<file path="src/rtl/efi_pkg.sv">
// Shared EFI front-end types: tooth-FSM states, default widths and limits.
// Used by the VR edge qualifier and its glitch filter.
package efi_pkg;

    typedef enum logic [1:0] {
        ST_IDLE,
        ST_FIRST,
        ST_RUN
    } vr_state_e;

    localparam int unsigned PERIOD_W_DEF     = 32;
    localparam logic [31:0] STALL_CYCLES_DEF = 32'd4_000_000;

    function automatic logic [7:0] filt_thresh(input logic [7:0] cfg);
        return (cfg == 8'd0) ? 8'd1 : cfg;
    endfunction

endpackage

</file>
<file path="src/rtl/vr_edge_qualifier_if.sv">
// Bundle of the VR conditioner pin, filter config and qualified outputs.
// master = consumer/driver side, slave = the qualifier itself.
interface vr_edge_qualifier_if #(
    parameter int PERIOD_W = 32
);
    logic                vrin;
    logic [7:0]          cfg_filter_cycles;
    logic                vr_clean;
    logic                tooth_edge;
    logic [PERIOD_W-1:0] tooth_period;
    logic                period_valid;
    logic                stalled;
    logic [15:0]         reject_cnt;

    modport master (
        output vrin, cfg_filter_cycles,
        input  vr_clean, tooth_edge, tooth_period,
        input  period_valid, stalled, reject_cnt
    );

    modport slave (
        input  vrin, cfg_filter_cycles,
        output vr_clean, tooth_edge, tooth_period,
        output period_valid, stalled, reject_cnt
    );
endinterface

</file>
<file path="src/rtl/vr_glitch_filter.sv">
// Synchronizes the raw VR pin and applies a stable-sample level filter.
// rise is combinational: high in the cycle before vr_clean goes 0->1.
module vr_glitch_filter
    import efi_pkg::*;
#(
    parameter int SYNC_STAGES = 2
) (
    input  logic       clk,
    input  logic       rst_n,
    input  logic       vrin,
    input  logic [7:0] cfg_filter_cycles,
    output logic       vr_clean,
    output logic       rise
);

    logic [SYNC_STAGES-1:0] sync_q, sync_d;
    logic [7:0]             fcnt_q, fcnt_d;
    logic                   clean_q, clean_d;
    logic                   synced;

    assign synced = sync_q[SYNC_STAGES-1];

    always_comb begin
        sync_d  = {sync_q[SYNC_STAGES-2:0], vrin};
        fcnt_d  = 8'd0;
        clean_d = clean_q;
        if (synced != clean_q) begin
            // >= so that lowering cfg mid-count still toggles promptly
            if ({1'b0, fcnt_q} + 9'd1 >= {1'b0, filt_thresh(cfg_filter_cycles)}) begin
                clean_d = ~clean_q;
            end else begin
                fcnt_d = fcnt_q + 8'd1;
            end
        end
    end

    always_ff @(posedge clk or negedge rst_n) begin
        if (!rst_n) begin
            sync_q  <= '0;
            fcnt_q  <= 8'd0;
            clean_q <= 1'b0;
        end else begin
            sync_q  <= sync_d;
            fcnt_q  <= fcnt_d;
            clean_q <= clean_d;
        end
    end

    assign vr_clean = clean_q;
    assign rise     = clean_d & ~clean_q;

endmodule

</file>
<file path="src/rtl/vr_edge_qualifier.sv">
// VR crank edge qualifier: filter, blanking, period measure, stall detect.
// Optional blanked-edge counter enabled by VR_EDGE_REJECT_CNT_EN.
module vr_edge_qualifier
    import efi_pkg::*;
#(
    parameter int          SYNC_STAGES  = 2,
    parameter int          PERIOD_W     = PERIOD_W_DEF,
    parameter int          BLANK_SHIFT  = 2,
    parameter logic [31:0] STALL_CYCLES = STALL_CYCLES_DEF
) (
    input  logic                clk,
    input  logic                reset_n,
    vr_edge_qualifier_if.slave  vif
);

    localparam logic [PERIOD_W-1:0] STALL_P = PERIOD_W'(STALL_CYCLES);

    logic [1:0]          rst_sync_q, rst_sync_d;
    logic                rst_n;
    vr_state_e           state_q, state_d;
    logic [PERIOD_W-1:0] pcnt_q, pcnt_d;
    logic [PERIOD_W-1:0] period_q, period_d;
    logic                edge_q, edge_d;
    logic                pvalid_q, pvalid_d;
    logic                stalled_q, stalled_d;
    logic [PERIOD_W-1:0] pcnt_inc, pcnt_p1;
    logic                rise, blank_ok, stall_hit, accept;

    // Release of the internal reset is retimed so every flop leaves reset together
    assign rst_sync_d = {rst_sync_q[0], 1'b1};
    assign rst_n      = rst_sync_q[1];

    always_ff @(posedge clk or negedge reset_n) begin
        if (!reset_n) rst_sync_q <= 2'b00;
        else          rst_sync_q <= rst_sync_d;
    end

    vr_glitch_filter #(
        .SYNC_STAGES (SYNC_STAGES)
    ) u_filt (
        .clk               (clk),
        .rst_n             (rst_n),
        .vrin              (vif.vrin),
        .cfg_filter_cycles (vif.cfg_filter_cycles),
        .vr_clean          (vif.vr_clean),
        .rise              (rise)
    );

    assign pcnt_p1   = pcnt_q + 1'b1;
    assign pcnt_inc  = (pcnt_q >= STALL_P) ? STALL_P : pcnt_p1;
    assign blank_ok  = pcnt_p1 >= (period_q >> BLANK_SHIFT);
    assign stall_hit = (state_q != ST_IDLE) && (pcnt_inc == STALL_P);

    always_ff @(posedge clk or negedge rst_n) begin
        if (!rst_n) state_q <= ST_IDLE;
        else        state_q <= state_d;
    end

    // Stall has priority: a candidate arriving with it is dropped
    always_comb begin
        state_d = state_q;
        accept  = 1'b0;
        if (stall_hit) begin
            state_d = ST_IDLE;
        end else if (rise) begin
            unique case (state_q)
                ST_IDLE: begin
                    accept  = 1'b1;
                    state_d = ST_FIRST;
                end
                ST_FIRST: begin
                    accept  = 1'b1;
                    state_d = ST_RUN;
                end
                ST_RUN:  accept  = blank_ok;
                default: state_d = ST_IDLE;
            endcase
        end
    end

    always_comb begin
        pcnt_d    = pcnt_inc;
        edge_d    = 1'b0;
        period_d  = period_q;
        pvalid_d  = pvalid_q;
        stalled_d = stalled_q;
        unique case (1'b1)
            stall_hit: begin
                stalled_d = 1'b1;
                pvalid_d  = 1'b0;
            end
            accept: begin
                pcnt_d    = '0;
                edge_d    = 1'b1;
                stalled_d = 1'b0;
                if (state_q != ST_IDLE) begin
                    period_d = pcnt_p1;
                    pvalid_d = 1'b1;
                end
            end
            default: ;
        endcase
    end

    always_ff @(posedge clk or negedge rst_n) begin
        if (!rst_n) begin
            pcnt_q    <= '0;
            edge_q    <= 1'b0;
            period_q  <= '0;
            pvalid_q  <= 1'b0;
            stalled_q <= 1'b1;
        end else begin
            pcnt_q    <= pcnt_d;
            edge_q    <= edge_d;
            period_q  <= period_d;
            pvalid_q  <= pvalid_d;
            stalled_q <= stalled_d;
        end
    end

    assign vif.tooth_edge   = edge_q;
    assign vif.tooth_period = period_q;
    assign vif.period_valid = pvalid_q;
    assign vif.stalled      = stalled_q;

`ifdef VR_EDGE_REJECT_CNT_EN
    logic [15:0] rej_q, rej_d;
    logic        reject;

    assign reject = rise && !stall_hit && (state_q == ST_RUN) && !blank_ok;

    always_comb begin
        rej_d = rej_q;
        if (reject && rej_q != 16'hFFFF) rej_d = rej_q + 16'd1;
    end

    always_ff @(posedge clk or negedge rst_n) begin
        if (!rst_n) rej_q <= 16'd0;
        else        rej_q <= rej_d;
    end

    assign vif.reject_cnt = rej_q;
`else
    assign vif.reject_cnt = 16'd0;
`endif

endmodule

</file>
<file path="src/flat_wrapper.sv">
// flat-port wrapper written by rule: the top's interface ports become plain ports
module vr_edge_qualifier_flat import efi_pkg::*;
#(
    parameter int          SYNC_STAGES  = 2,
    parameter int          PERIOD_W     = PERIOD_W_DEF,
    parameter int          BLANK_SHIFT  = 2,
    parameter logic [31:0] STALL_CYCLES = STALL_CYCLES_DEF
)
  (clk, reset_n, vif_vrin, vif_cfg_filter_cycles, vif_vr_clean, vif_tooth_edge, vif_tooth_period, vif_period_valid, vif_stalled, vif_reject_cnt);
  vr_edge_qualifier_if #(.PERIOD_W(PERIOD_W)) vif_i ();
  input  logic clk;
  input  logic reset_n;
  input wire logic [$bits(vif_i.vrin)-1:0] vif_vrin;
  input wire logic [$bits(vif_i.cfg_filter_cycles)-1:0] vif_cfg_filter_cycles;
  output wire logic [$bits(vif_i.vr_clean)-1:0] vif_vr_clean;
  output wire logic [$bits(vif_i.tooth_edge)-1:0] vif_tooth_edge;
  output wire logic [$bits(vif_i.tooth_period)-1:0] vif_tooth_period;
  output wire logic [$bits(vif_i.period_valid)-1:0] vif_period_valid;
  output wire logic [$bits(vif_i.stalled)-1:0] vif_stalled;
  output wire logic [$bits(vif_i.reject_cnt)-1:0] vif_reject_cnt;
  assign vif_i.vrin = vif_vrin;
  assign vif_i.cfg_filter_cycles = vif_cfg_filter_cycles;
  assign vif_vr_clean = vif_i.vr_clean;
  assign vif_tooth_edge = vif_i.tooth_edge;
  assign vif_tooth_period = vif_i.tooth_period;
  assign vif_period_valid = vif_i.period_valid;
  assign vif_stalled = vif_i.stalled;
  assign vif_reject_cnt = vif_i.reject_cnt;
  vr_edge_qualifier #(.SYNC_STAGES(SYNC_STAGES), .PERIOD_W(PERIOD_W), .BLANK_SHIFT(BLANK_SHIFT), .STALL_CYCLES(STALL_CYCLES)) u_core (.clk(clk), .reset_n(reset_n), .vif(vif_i));
endmodule
</file>
<file path="config.mk">
export PLATFORM = sky130hd
export DESIGN_NAME = vr_edge_qualifier_flat
export DESIGN_NICKNAME = d
export VERILOG_FILES = /design/src/rtl/efi_pkg.sv /design/src/rtl/vr_edge_qualifier_if.sv /design/src/rtl/vr_glitch_filter.sv /design/src/rtl/vr_edge_qualifier.sv /design/src/flat_wrapper.sv
export SDC_FILE = /design/constraint.sdc
export NUM_CORES = 1
export LEC_CHECK = 0
export CAP_MARGIN = 20
export CORE_MARGIN = 1.5
export CORE_UTILIZATION = 48
export DETAILED_ROUTE_END_ITERATION = 12
export GPL_ROUTABILITY_DRIVEN = 0
export GPL_TIMING_DRIVEN = 0
export PLACE_DENSITY = 0.75
export SLEW_MARGIN = 30
export SYNTH_ARGS = -nofsm -noshare
export SYNTH_HDL_FRONTEND = slang
export SYNTH_SLANG_ARGS = --single-unit
export TNS_END_PERCENT = 1
</file>
<file path="constraint.sdc">
create_clock -name clk -period 5.8 [get_ports clk]
set_input_delay 0.87 -clock clk [delete_from_list [all_inputs] [get_ports clk]]
set_output_delay 0.87 -clock clk [all_outputs]
set_load 0.1 [all_outputs]
</file>
== Word-level counts from Yosys, hierarchy flattened ==
Index checks and enable logic that the tools add are counted.
Word-level totals
  bits in registers: 82
  bits of input ports: 11
Operators by class
  $add $sub $neg: 3
  magnitude comparators: 3
  eq/ne operators: 6
  multiplexer cells: 17
  bitwise logic cells: 2
  reductions and logical operators: 10
Operators by type and width (count)
  two-way mux 32 bit: 2
  adder 32 x 1 -> 32 bit, second input constant: 1
  == test 32 x 22 -> 1 bit, second input constant: 1
  greater-or-equal comparator 32 x 22 -> 1 bit, second input constant: 1
  greater-or-equal comparator 32 x 30 -> 1 bit: 1
  two-way mux 8 bit: 3
  adder 8 x 1 -> 9 bit, second input constant: 1
  greater-or-equal comparator 9 x 8 -> 1 bit: 1
  adder 8 x 1 -> 8 bit, second input constant: 1
  zero test 8 bit: 1
  two-way mux 1 bit: 6
  case mux 1 bit (2 select lines): 3
  case mux 2 bit (3 select lines): 1
  AND reduction 2 bit: 3
  nonzero test 2 bit: 3
  two-way mux 2 bit: 2
  == test 2 x 1 -> 1 bit, second input constant: 1
  == test 2 bit, second input constant: 1
  zero test 2 bit: 1
  != test 2 x 1 -> 1 bit, second input constant: 1
  != test 2 bit, second input constant: 1
  OR reduction 2 bit: 1
  AND 1 bit: 1
  logical AND 1 bit: 1
  other kinds (2): 2

== Longest topological paths before layout ==
Gate-level depths: netlist (run 1).
  depth in word-level cells: 10
  gate-level depth with buffers: 19
  depth with buffers taken out: 15

== By module ==
A second synthesis (run 1) with hierarchy kept.
Second synthesis, totals
  cell total of the unflattened synthesis: 539
  area, all modules: 5227.5 um^2
By module, submodules not included
  vr_edge_qualifier: times used 1, cells an instance 469, area an instance 4526.8 um^2
  vr_glitch_filter: times used 1, cells an instance 70, area an instance 700.7 um^2

== Worst setup path before layout (run 1) ==
Ideal clock, no wire load.
  path kind: register -> register
  from: register u_core.pcnt_q[1]
  to: register u_core.period_q[18], in the netlist u_core.vif.tooth_period[18]
  arrival time: 3.668 ns
  slack: 2.003 ns
  cell stages (with the launch flop): 17
  buffers on the path: 2
  period minus slack after synthesis: 3.797 ns
  cell sequence: dfrtp_1 ha_1 buf_2 inv_1 or4_1 xor2_1 inv_1 ha_1 nand4_1 a211o_1 nor3_1 o41ai_1 o211a_1 a311oi_4 nand3_2 buf_6 mux2_1
Between the ends
  word-level cells in the longest chain between the ends: 6
RTL lines
  from (decl): RTL line vr_edge_qualifier.sv:21  | logic [PERIOD_W-1:0] pcnt_q, pcnt_d;
  from (signal assigned): RTL line vr_edge_qualifier.sv:113  | pcnt_q <= pcnt_d;
  adder 32 x 1 -> 32 bit (*): RTL line vr_edge_qualifier.sv:49  | assign pcnt_p1 = pcnt_q + 1'b1;
  via u_core.pcnt_p1[14]: RTL line vr_edge_qualifier.sv:26  | logic [PERIOD_W-1:0] pcnt_inc, pcnt_p1;
  greater-or-equal comparator 32 x 30 -> 1 bit or two-way mux 32 bit (tied branches): RTL line vr_edge_qualifier.sv:51, vr_edge_qualifier.sv:50
  case mux 1 bit (2 select lines) or == test 32 x 22 -> 1 bit (tied branches): RTL line vr_edge_qualifier.sv:66, vr_edge_qualifier.sv:52
  two-way mux 1 bit or logical AND 1 bit (tied branches): RTL line vr_edge_qualifier.sv:65, vr_edge_qualifier.sv:52
  two-way mux 1 bit (*): RTL line vr_edge_qualifier.sv:63  | if (stall_hit) begin
  AND reduction 2 bit (no source line) (*)
  to (signal assigned): RTL line vr_edge_qualifier.sv:115  | period_q <= period_d;
  to (decl): RTL line vr_edge_qualifier.sv:22  | logic [PERIOD_W-1:0] period_q, period_d;
Mark *: on every way through the listed nets, which the timed path passes. The rest lies on a longest branch.
A chain may end at the register's enable or synchronous reset.

== Worst setup path in the final report (run 1) ==
  from: register u_core.pcnt_q[8]
  to: register u_core.pcnt_q[17]
Between the ends
  word-level cells in the longest chain between the ends: 6
RTL lines
  adder 32 x 1 -> 32 bit (*): RTL line vr_edge_qualifier.sv:49
  via u_core.pcnt_p1[29]: RTL line vr_edge_qualifier.sv:26
  greater-or-equal comparator 32 x 30 -> 1 bit or two-way mux 32 bit (tied branches): RTL line vr_edge_qualifier.sv:51, vr_edge_qualifier.sv:50
  case mux 1 bit (2 select lines) or == test 32 x 22 -> 1 bit (tied branches): RTL line vr_edge_qualifier.sv:66, vr_edge_qualifier.sv:52
  two-way mux 1 bit or logical AND 1 bit (tied branches): RTL line vr_edge_qualifier.sv:65, vr_edge_qualifier.sv:52
  two-way mux 1 bit (*): RTL line vr_edge_qualifier.sv:63
  two-way mux 32 bit (*): RTL line vr_edge_qualifier.sv:87  | unique case (1'b1)
  via u_core.pcnt_d[17]: RTL line vr_edge_qualifier.sv:21
Marked as above.

==> impl_metrics.env, run 1 <==
export IMPL_die_x_microns=105
export IMPL_grtUsageTotal_pct=21.1
export IMPL_cts_tree="done"
export IMPL_dp_cells=717
export IMPL_worst_pin_slew_ns=0.987
export IMPL_antenna_found_initial=0
export IMPL_yosys_warnings=0
export IMPL_clock_root_buffer="clkbuf_8"
export IMPL_fin_util_pct=58.1
export IMPL_syn_avg_cell_area_sq_um=9.91
export IMPL_drive_gt1_share_pct=12.7
export IMPL_coreArea_sq_um=10300
export IMPL_fin_nets=644
export IMPL_crit_path_frequent_cell="buf_2"
export IMPL_synth_edf_count=0
export IMPL_holdWs_ns=0.302
export IMPL_viasPerCell=5.39
export IMPL_critPathLaunch="u_core.pcnt_q[8]$_DFF_PN0_"
export IMPL_final_cell_mix="dfrtp_1 (80), inv_1 (52), clkdlybuf4s50_1 (46), ha_1 (41)"
export IMPL_met2_usage_pct=35.7
export IMPL_finalCritPeriodShare_pct=80.6
export IMPL_max_vdd_ir_drop_mv=0.124
export IMPL_die_area_sq_um=11100
export IMPL_ctsHtreeMaxLevel=3
export IMPL_antenna_left=0
export IMPL_final_hold_viol_count=0
export IMPL_finalCriticalPeriod_ns=4.67
export IMPL_cp_start_kind="flip-flop"
export IMPL_status="completed"
export IMPL_synthCells=509
export IMPL_place_ws_ns=1.22
export IMPL_grt_remaining_overflow=0
export IMPL_worstSkewPairLatency_ns=0.37
export IMPL_crit_family="simple AND/OR/NAND/NOR gates"
export IMPL_r2r_slack_ns=1.13
export IMPL_cts_buffers=9
export IMPL_cts_num_sinks=82
export IMPL_path_max_fanout=10
export IMPL_ios=63
export IMPL_drt_iter0_drc=270
export IMPL_first_pass_iters=7
export IMPL_layout_cells_non_filler=733
export IMPL_initial_core_util_pct=49.1
export IMPL_drv_cap=0
export IMPL_cts_resized=0
export IMPL_clkTransAtPathRegs_ns=0.09
export IMPL_drt_wl_total_microns=11100
export IMPL_crit_required_ns=6.03
export IMPL_power_leakage_uw=0.00287
export IMPL_area_growth_pct=18.4
export IMPL_regArea_sq_um=2060
export IMPL_grt_busiest_layer="met2"
export IMPL_synth_cell_types=61
export IMPL_clock_path_buffers=2
export IMPL_cts_hold_buf=0
export IMPL_place_hpwl_microns=8430
export IMPL_crit_slowest_cell="a311oi_4"
export IMPL_yosysSeqAreaShare_pct=40.7
export IMPL_n_fill_cell=909
export IMPL_grt_pass1_vias=3988
export IMPL_multi_input_area_sq_um=2650
export IMPL_synth_seq_cells=82
export IMPL_setup_ws_ns=1.13
export IMPL_grt_max_degree=45
export IMPL_mappedNetlistArea_sq_um=5040
export IMPL_hold_class="reg -> async"
export IMPL_path_cells="buf_2 -> nand4_2 -> nor4_1 -> and2_1 -> buf_2 -> nand4_1 -> xnor2_1 -> ha_1 -> and3_1 -> nand4_1 -> nor3_1 -> o41ai_1 -> o211a_1 -> a311oi_4 -> o21a_1 -> buf_2 -> nor3b_1"
export IMPL_skew_ns=0.0108
export IMPL_layout_commonest_cell="dfrtp_1"
export IMPL_grt_pass1_wl_microns=18600
export IMPL_route_vias_total=3954
export IMPL_async_flop_share_pct=100
export IMPL_grt_util_met1_pct=27.0
export IMPL_cp_end_kind="flip-flop"
export IMPL_arrival_ns=4.90
export IMPL_crit_buf_inv=3
export IMPL_slowest_delay_ns=0.46
export IMPL_synthFlopType="dfrtp_1"
export IMPL_drc=0
export IMPL_reg2reg_from="u_core.pcnt_q[8]$_DFF_PN0_"
export IMPL_portBuffers=46
export IMPL_row_count=37
export IMPL_rsz0062_at_grt="no"
export IMPL_slew_violations=0
export IMPL_die_h_microns=105
export IMPL_postCtsSetupBuffers=0
export IMPL_wl_per_cell_microns=15.1
export IMPL_rr_endpoint="u_core.pcnt_q[17]$_DFF_PN0_"
export IMPL_antenna_cells=0
export IMPL_use_met3_pct=2.47
export IMPL_p_per_area_nw_per_um2=201
export IMPL_max_freq_ghz=0.214
export IMPL_fin_setup_tns_ns=0
export IMPL_ff2ff_path_depth=17
export IMPL_slew_headroom_pct=34.0
export IMPL_worstSetupPathType="reg -> reg"
export IMPL_finalSetupViolCount=0
area by class of cell:
type / count / share of cell area [%]
plain buffers: 38 / 3.96
clock buffers: 10 / 2.31
clock inverters: 6 / 0.712
inverters: 52 / 3.27
multi-input cells: 362 / 44.4
flip-flops and latches: 82 / 34.5
well taps: 136 / 2.85
repair buffers: 47 / 8.05
flip-flops by register name, summed over array words and instances, names as in the netlist:
signal and count:
u_core.vif.tooth_edge 1, u_core.vif.stalled 1, u_core.u_filt.sync_q 2, u_core.vif.tooth_period 32, u_core.pcnt_q 32, u_core.u_filt.fcnt_q 8
u_core.state_q 2, u_core.rst_sync_q 2, u_core.vif.period_valid 1, u_core.u_filt.vr_clean 1
per-stage QoR:
stage | cell area [sq um] | power [uW]
3_5_place_dp | 5790 | 831
6_report | 5970 | 1200
3_3_place_gp | 5770 | 823
5_1_grt | 5970 | 1250
2_1_floorplan | 5140 | 786
4_1_cts | 5970 | 1210
metal layers:
metal / vias to the layer above / wire, microns / share of wire [%]
met5: - / 0 / 0
met4: 0 / 261 / 2.4
li1: 1904 / - / -
met3: 21 / 435 / 3.9
met2: 101 / 5450 / 49
met1: 1928 / 4920 / 44
cells by family (layout without fill, tap and decap cells):
group,count (synthesis),in the layout,share of synthesized area [%]
mux,24,24,5.96
xor+xnor,40,40,6.95
simple gates,156,156,17.2
compound gates,74,74,10.3
flops,82,82,40.7
other cells,2,27,0.149
buf+inv,90,153,8.56
fa+ha+maj,41,41,10.2
worst reg2reg max path, stage by stage, from the launching register on:
cell      delay [ns]
dfrtp_1         0.34
buf_2           0.17
nand4_2         0.26
nor4_1          0.41
and2_1          0.20
buf_2           0.19
nand4_1         0.13
xnor2_1         0.15
ha_1            0.29
and3_1          0.19
nand4_1         0.17
nor3_1          0.42
o41ai_1         0.22
o211a_1         0.18
a311oi_4        0.46
o21a_1          0.36
buf_2           0.32
nor3b_1         0.08
power breakdown:
group | switching (uW) | total [uW] | internal, uW
Combinational | 139 | 201 | 61.7
Clock | 215 | 381 | 166
Sequential | 24.6 | 617 | 593
Total | 379 | 1200 | 820
how the worst max path moves through the flow:
| stage | cells past startpoint | endpoint | slack, ns |
|---|---|---|---|
| detailed placement | 17 | u_core.pcnt_q[13]$_DFF_PN0_ | 1.22 |
| floorplan | 16 | u_core.vif.tooth_period[18]$_DFFE_PN0P_ | 2.00 |
| CTS | 17 | u_core.pcnt_q[17]$_DFF_PN0_ | 1.20 |
| global placement | 16 | u_core.pcnt_q[10]$_DFF_PN0_ | 1.31 |
| finish | 17 | u_core.pcnt_q[17]$_DFF_PN0_ | 1.13 |
| global route | 17 | u_core.pcnt_q[1]$_DFF_PN0_ | 0.86 |
synth_stat cells, types with 4 or more instances:
cell type | n | share of area, %
a2111oi_0 | 4 | 0.69
a21o_1 | 10 | 1.5
a21oi_1 | 17 | 1.7
a31oi_1 | 16 | 2.0
and3_1 | 11 | 1.4
buf_2 | 7 | 0.69
buf_4 | 18 | 2.7
clkbuf_1 | 9 | 0.67
dfrtp_1 | 81 | 40
ha_1 | 41 | 10
inv_1 | 52 | 3.9
mux2_2 | 7 | 1.6
mux2_4 | 10 | 3.0
mux2i_1 | 6 | 1.2
nand2_1 | 25 | 1.9
nand2b_1 | 5 | 0.62
nand3_1 | 22 | 2.2
nand4_1 | 14 | 1.7
nor2_1 | 26 | 1.9
nor3_1 | 15 | 1.5
nor3b_1 | 9 | 1.3
nor4_1 | 9 | 1.1
o21ai_0 | 5 | 0.50
xnor2_1 | 27 | 4.7
xor2_1 | 13 | 2.3
Note: power is estimated with default switching activity, not from simulation.
==> inputs of run 2 (changes only) <==
- clock period: 5.8 -> 4.4 ns (I/O delays scaled with it)
==> run 2 against run 1 <==
Effect of this change: core utilization up 1.0 points; power increased by 32%; routed wire length rose by 1.0%; sequential power rose by 32%; flip-flop and latch count is the same; register-to-register slack worse by 0.97 ns; non-clock buffer count increased by 8; combinational power rose by 32%; sequential share of layout area shrank 0.55 points; count of clock-buffer cells in the layout stayed put; largest cell class unchanged; largest power group unchanged.
==> impl_metrics.env, run 2 (synthesis results as in run 1) <==
export IMPL_grt_pass1_wl_microns=18700
export IMPL_reg2reg_from="u_core.pcnt_q[0]$_DFF_PN0_"
export IMPL_grt_max_degree=45
export IMPL_holdWs_ns=0.298
export IMPL_ios=63
export IMPL_place_hpwl_microns=8430
export IMPL_drt_wl_total_microns=11200
export IMPL_max_vdd_ir_drop_mv=0.165
export IMPL_clock_root_buffer="clkbuf_8"
export IMPL_viasPerCell=5.41
export IMPL_drv_cap=0
export IMPL_finalSetupViolCount=0
export IMPL_grtUsageTotal_pct=21.2
export IMPL_antenna_left=0
export IMPL_route_vias_total=4010
export IMPL_crit_slowest_cell="or4_1"
export IMPL_finalCritPeriodShare_pct=96.5
export IMPL_cts_tree="done"
export IMPL_power_switching_uw=497
export IMPL_grt_pass1_vias=4009
export IMPL_path_cells="ha_1 -> buf_2 -> inv_1 -> or4_1 -> xor2_2 -> inv_1 -> ha_1 -> nand4_1 -> a211o_1 -> nor3_1 -> o41ai_2 -> o211a_1 -> a311oi_4 -> buf_4 -> a21boi_2 -> nor2_1"
export IMPL_area_growth_pct=20.5
export IMPL_max_freq_ghz=0.235
export IMPL_die_x_microns=105
export IMPL_crit_family="compound AO/OA/AOI/OAI gates"
export IMPL_clkTransAtPathRegs_ns=0.09
export IMPL_layout_commonest_cell="dfrtp_1"
export IMPL_crit_required_ns=4.62
export IMPL_seqPwrFrac_pct=51.5
export IMPL_power_leakage_uw=0.00293
export IMPL_power_total_uw=1580
export IMPL_slew_headroom_pct=34.0
export IMPL_fin_nets=652
export IMPL_coreArea_sq_um=10300
export IMPL_portBuffers=46
export IMPL_path_max_fanout=9
export IMPL_drc=0
export IMPL_hold_class="reg -> async"
export IMPL_antenna_cells=0
export IMPL_cp_start_kind="flip-flop"
export IMPL_cts_buffers=9
export IMPL_p_per_area_nw_per_um2=260
export IMPL_initial_core_util_pct=49.1
export IMPL_skew_ns=0.0121
export IMPL_arrival_ns=4.47
export IMPL_swShare_pct=31.5
export IMPL_antenna_found_initial=0
export IMPL_clock_path_buffers=2
export IMPL_finalCriticalPeriod_ns=4.25
export IMPL_die_h_microns=105
export IMPL_n_fill_cell=900
export IMPL_final_cell_mix="dfrtp_1 (77), inv_1 (52), clkdlybuf4s50_1 (46), ha_1 (41)"
export IMPL_power_frac_comb_pct=16.8
export IMPL_worstSkewPairLatency_ns=0.37
export IMPL_fin_setup_tns_ns=0
export IMPL_wl_per_cell_microns=15.1
export IMPL_internal_power_uw=1080
export IMPL_r2r_slack_ns=0.15
export IMPL_ctsHtreeMaxLevel=3
export IMPL_crit_buf_inv=4
export IMPL_place_ws_ns=-0.179
export IMPL_setup_ws_ns=0.153
export IMPL_cts_num_sinks=82
export IMPL_critPathLaunch="u_core.pcnt_q[0]$_DFF_PN0_"
export IMPL_status="completed"
export IMPL_cp_end_kind="flip-flop"
export IMPL_final_hold_viol_count=0
export IMPL_worst_pin_slew_ns=0.987
export IMPL_die_area_sq_um=11100
export IMPL_clkPwrFrac_pct=31.6
export IMPL_slew_violations=0
export IMPL_first_pass_iters=4
export IMPL_row_count=37
export IMPL_slowest_delay_ns=0.58
export IMPL_drt_iter0_drc=255
export IMPL_drive_gt1_share_pct=15.4
export IMPL_worstSetupPathType="reg -> reg"
export IMPL_grt_remaining_overflow=0
==> run 2: cell count changes in the layout (fill, tap and decap cells not counted), sizes merged <==
cell	delta
buf	+8
==> run 2: power by group through the flow <==
stage	Clock (uW)	Sequential [uW]	Combinational, uW
2_1_floorplan	0	878	158
3_3_place_gp	0	834	251
3_5_place_dp	0	830	266
4_1_cts	514	814	268
5_1_grt	541	819	291
6_report	500	814	266
==> run 2: stage by stage <==
step | util, % | cells | instance area, sq um
floorplan | - | 534 | 5140
global route | 59.1 | 741 | 6080
global placement | 56.1 | 716 | 5770
detailed placement | 56.3 | 717 | 5790
CTS | 58.4 | 735 | 6010
finish | 59.1 | 741 | 6080
==> run 2: repair_timing <==
item / CTS / global route
endpoints found under the setup margin: 40 / 50
buffers inserted: 2 / 6
gates resized for setup: 4 / 8
pin swaps: 1 / 4
hold buffers: 0 / 0
==> run 2: worst paths after layout <==
path / depth (start not counted) / to
setup / recovery: 16 / u_core.pcnt_q[16]$_DFF_PN0_
hold / removal: 0 / u_core.pcnt_q[6]$_DFF_PN0_
setup reg to reg: 16 / u_core.pcnt_q[16]$_DFF_PN0_
hold reg to reg: 0 / u_core.pcnt_q[6]$_DFF_PN0_
max in group asynchronous: 1 / u_core.vif.stalled$_DFFE_PN1P_
min in group clk: 0 / u_core.u_filt.sync_q[1]$_DFF_PN0_
==> run 2: layout make-up <==
| type | instances | area [sq um] | share of cell area (%) |
|---|---|---|---|
| Inverter | 52 | 195 | 3.21 |
| Timing Repair Buffer | 55 | 541 | 8.89 |
| Sequential cell | 82 | 2060 | 33.9 |
| Buffer | 38 | 238 | 3.91 |
| Clock inverter | 6 | 42.5 | 0.700 |
| Clock buffer | 10 | 138 | 2.26 |
| Multi-Input combinational cell | 362 | 2690 | 44.3 |
| Tap cell | 136 | 170 | 2.80 |
==> run 2: routing by layer <==
| layer | up-vias | GRT usage [%] | share of wire, % |
|---|---|---|---|
| met3 | 23 | 2.60 | 4.1 |
| met1 | 1959 | 27.0 | 44 |
| met5 | - | 0 | 0 |
| met2 | 104 | 35.6 | 49 |
| met4 | 0 | 10.8 | 2.5 |
| li1 | 1924 | - | - |
==> inputs of run 3 (changes only) <==
- DONT_BUFFER_PORTS: unset -> 1
- PLACE_DENSITY: 0.75 -> 0.67
==> run 3 against run 2 <==
Effect of this change: sequential share of layout area is 2.3 points higher; largest cell class unchanged; power is 5.6% higher; final cell count is 6.1% lower; count of clock-buffer cells in the layout is 1 lower; first-iteration DRC count is 23% lower; register-to-register slack better by 0.07 ns; worst setup slack better by 0.070 ns; highest routed layer unchanged; flip-flop and latch count stayed put; largest power group unchanged; critical path type unchanged; combinational power is 28% lower; critical path depth stayed put; sequential power is 6.5% higher.
==> impl_metrics.env, run 3 (synthesis results as in run 1) <==
export IMPL_status="completed"
export IMPL_cts_buffers=9
export IMPL_viasPerCell=5.40
export IMPL_grt_util_met1_pct=27.9
export IMPL_finalSetupViolCount=0
export IMPL_grt_pass1_vias=3738
export IMPL_p_per_area_nw_per_um2=293
export IMPL_grt_pass1_wl_microns=18500
export IMPL_power_leakage_uw=0.00280
export IMPL_internal_power_uw=1160
export IMPL_clkTransAtPathRegs_ns=0.09
export IMPL_cts_num_sinks=82
export IMPL_power_switching_uw=504
export IMPL_power_frac_comb_pct=11.5
export IMPL_worstSkewPairLatency_ns=0.37
export IMPL_drt_iter0_drc=197
export IMPL_finalCriticalPeriod_ns=4.18
export IMPL_initial_core_util_pct=49.1
export IMPL_use_met3_pct=4.14
export IMPL_crit_buf_inv=4
export IMPL_place_hpwl_microns=8080
export IMPL_drv_cap=0
export IMPL_area_growth_pct=12.9
export IMPL_layout_commonest_cell="dfrtp_1"
export IMPL_cp_start_kind="flip-flop"
export IMPL_wl_per_cell_microns=16.0
export IMPL_path_max_fanout=10
export IMPL_path_cells="ha_1 -> clkbuf_4 -> inv_1 -> or4_1 -> xor2_2 -> inv_1 -> ha_1 -> nand4_1 -> a211o_1 -> nor3_2 -> o41ai_1 -> o211a_1 -> a311oi_4 -> nand3_2 -> buf_6 -> mux2_4"
export IMPL_grt_max_degree=49
export IMPL_met2_usage_pct=34.9
export IMPL_row_count=37
export IMPL_grt_remaining_overflow=0
export IMPL_crit_required_ns=4.66
export IMPL_regArea_sq_um=2060
export IMPL_final_cell_mix="dfrtp_1 (78), inv_1 (52), ha_1 (41), xnor2_1 (27), conb_1 (27)"
export IMPL_seqPwrFrac_pct=52.0
export IMPL_fin_nets=607
export IMPL_grtUsageTotal_pct=21.3
export IMPL_slowest_delay_ns=0.58
export IMPL_multi_input_area_sq_um=2710
export IMPL_worst_pin_slew_ns=0.953
export IMPL_final_hold_viol_count=0
export IMPL_clkPwrFrac_pct=36.6
export IMPL_die_x_microns=105
export IMPL_die_h_microns=105
export IMPL_antenna_cells=0
export IMPL_ctsHtreeMaxLevel=3
export IMPL_slew_headroom_pct=36.4
export IMPL_finalCritPeriodShare_pct=94.9
export IMPL_die_area_sq_um=11100
export IMPL_crit_slowest_cell="or4_1"
export IMPL_drive_gt1_share_pct=16.8
export IMPL_cts_tree="done"
export IMPL_hold_class="reg -> async"
export IMPL_swShare_pct=30.2
export IMPL_post_route_cell_area_sq_um=5690
export IMPL_clock_root_buffer="clkbuf_8"
export IMPL_route_vias_total=3758
export IMPL_portBuffers=0
export IMPL_max_freq_ghz=0.239
export IMPL_ios=63
export IMPL_skew_ns=0.00902
export IMPL_drc=0
export IMPL_clock_path_buffers=2
export IMPL_antenna_found_initial=0
export IMPL_max_vdd_ir_drop_mv=0.155
export IMPL_first_pass_iters=4
export IMPL_n_fill_cell=934
export IMPL_antenna_left=0
export IMPL_dpl_cell_area_sq_um=5340
export IMPL_drt_wl_total_microns=11100
export IMPL_fin_util_pct=55.4
export IMPL_slew_violations=0
export IMPL_arrival_ns=4.43
export IMPL_cp_end_kind="flip-flop"
export IMPL_grt_busiest_layer="met2"
export IMPL_worstSetupPathType="reg -> reg"
export IMPL_coreArea_sq_um=10300
export IMPL_crit_family="simple AND/OR/NAND/NOR gates"
==> run 3: cell types whose count changed in the layout (fill, tap and decap cells not counted), moves of 2 or more <==
cell	before	now
nor3_2	0	2
bufinv_16	0	2
clkdlybuf4s50_1	46	0
clkinvlp_4	5	2
==> run 3: path summary, 6_finish.rpt <==
| check | cells past startpoint | slack [ns] | start | to |
|---|---|---|---|---|
| worst max-delay path | 16 | 0.22 | u_core.pcnt_q[1]$_DFF_PN0_ | u_core.vif.tooth_period[8]$_DFFE_PN0P_ |
| worst min-delay path | 0 | 0.31 | u_core.rst_sync_q[1]$_DFF_PN0_ | u_core.pcnt_q[3]$_DFF_PN0_ |
| worst max register to register | 16 | 0.22 | u_core.pcnt_q[1]$_DFF_PN0_ | u_core.vif.tooth_period[8]$_DFFE_PN0P_ |
| worst min register to register | 0 | 0.31 | u_core.rst_sync_q[1]$_DFF_PN0_ | u_core.pcnt_q[3]$_DFF_PN0_ |
| max in group asynchronous | 1 | 3.43 | u_core.rst_sync_q[1]$_DFF_PN0_ | u_core.vif.stalled$_DFFE_PN1P_ |
| min in group clk | 0 | 0.31 | vif_vrin | u_core.u_filt.sync_q[0]$_DFF_PN0_ |
==> run 3: per-layer routing <==
layer	vias up	share of wire, %
met5	-	0
met4	0	2.0
met3	17	5.4
met2	102	47
met1	1806	45
li1	1833	-
==> run 3: power groups by stage <==
stage | clock [uW] | combinational (uW) | sequential, uW
6_report | 610 | 191 | 867
5_1_grt | 647 | 212 | 872
4_1_cts | 622 | 192 | 868
3_5_place_dp | 0 | 189 | 883
3_3_place_gp | 0 | 177 | 889
2_1_floorplan | 0 | 158 | 878
==> run 3: layout make-up <==
class / instances / share of cell area (%)
clock inverter: 7 / 1.65
tap: 136 / 2.99
clock buffer: 9 / 2.18
sequential: 82 / 36.2
multi-input combinational: 362 / 47.6
buffer: 38 / 4.24
inverter: 52 / 3.43
timing repair buffer: 10 / 1.71
==> run 3: worst reg2reg max path: stages (launching register included) <==
cell and delay (ns):
dfrtp_2 0.42, ha_1 0.16, clkbuf_4 0.19, inv_1 0.10, or4_1 0.58, xor2_2 0.27
inv_1 0.07, ha_1 0.29, nand4_1 0.20, a211o_1 0.30, nor3_2 0.11, o41ai_1 0.12
o211a_1 0.17, a311oi_4 0.37, nand3_2 0.17, buf_6 0.21, mux2_4 0.31
==> run 3: stage by stage <==
stage | total power (uW) | hold WS [ns] | setup slack [ns] | instances | TNS [ns]
2_1_floorplan | 1040 | 0.331 | 0.603 | 534 | 0
3_5_place_dp | 1070 | 0.309 | -0.189 | 671 | -3.40
4_1_cts | 1680 | 0.302 | 0.0598 | 691 | 0
6_report | 1670 | 0.306 | 0.223 | 696 | 0
3_3_place_gp | 1070 | 0.338 | -0.145 | 670 | -2.59
5_1_grt | 1730 | 0.296 | -0.00559 | 696 | -0.00567
==> run 3: timing repair <==
| item | CTS | global route |
|---|---|---|
| buffers inserted | 3 | 5 |
| cloned | 0 | 0 |
| endpoints found under the hold margin | 2 | 0 |
| pin swaps | 1 | 4 |
| setup endpoints to repair | 32 | 51 |
| gates resized for setup | 4 | 12 |
| hold buffers | 1 | 0 |
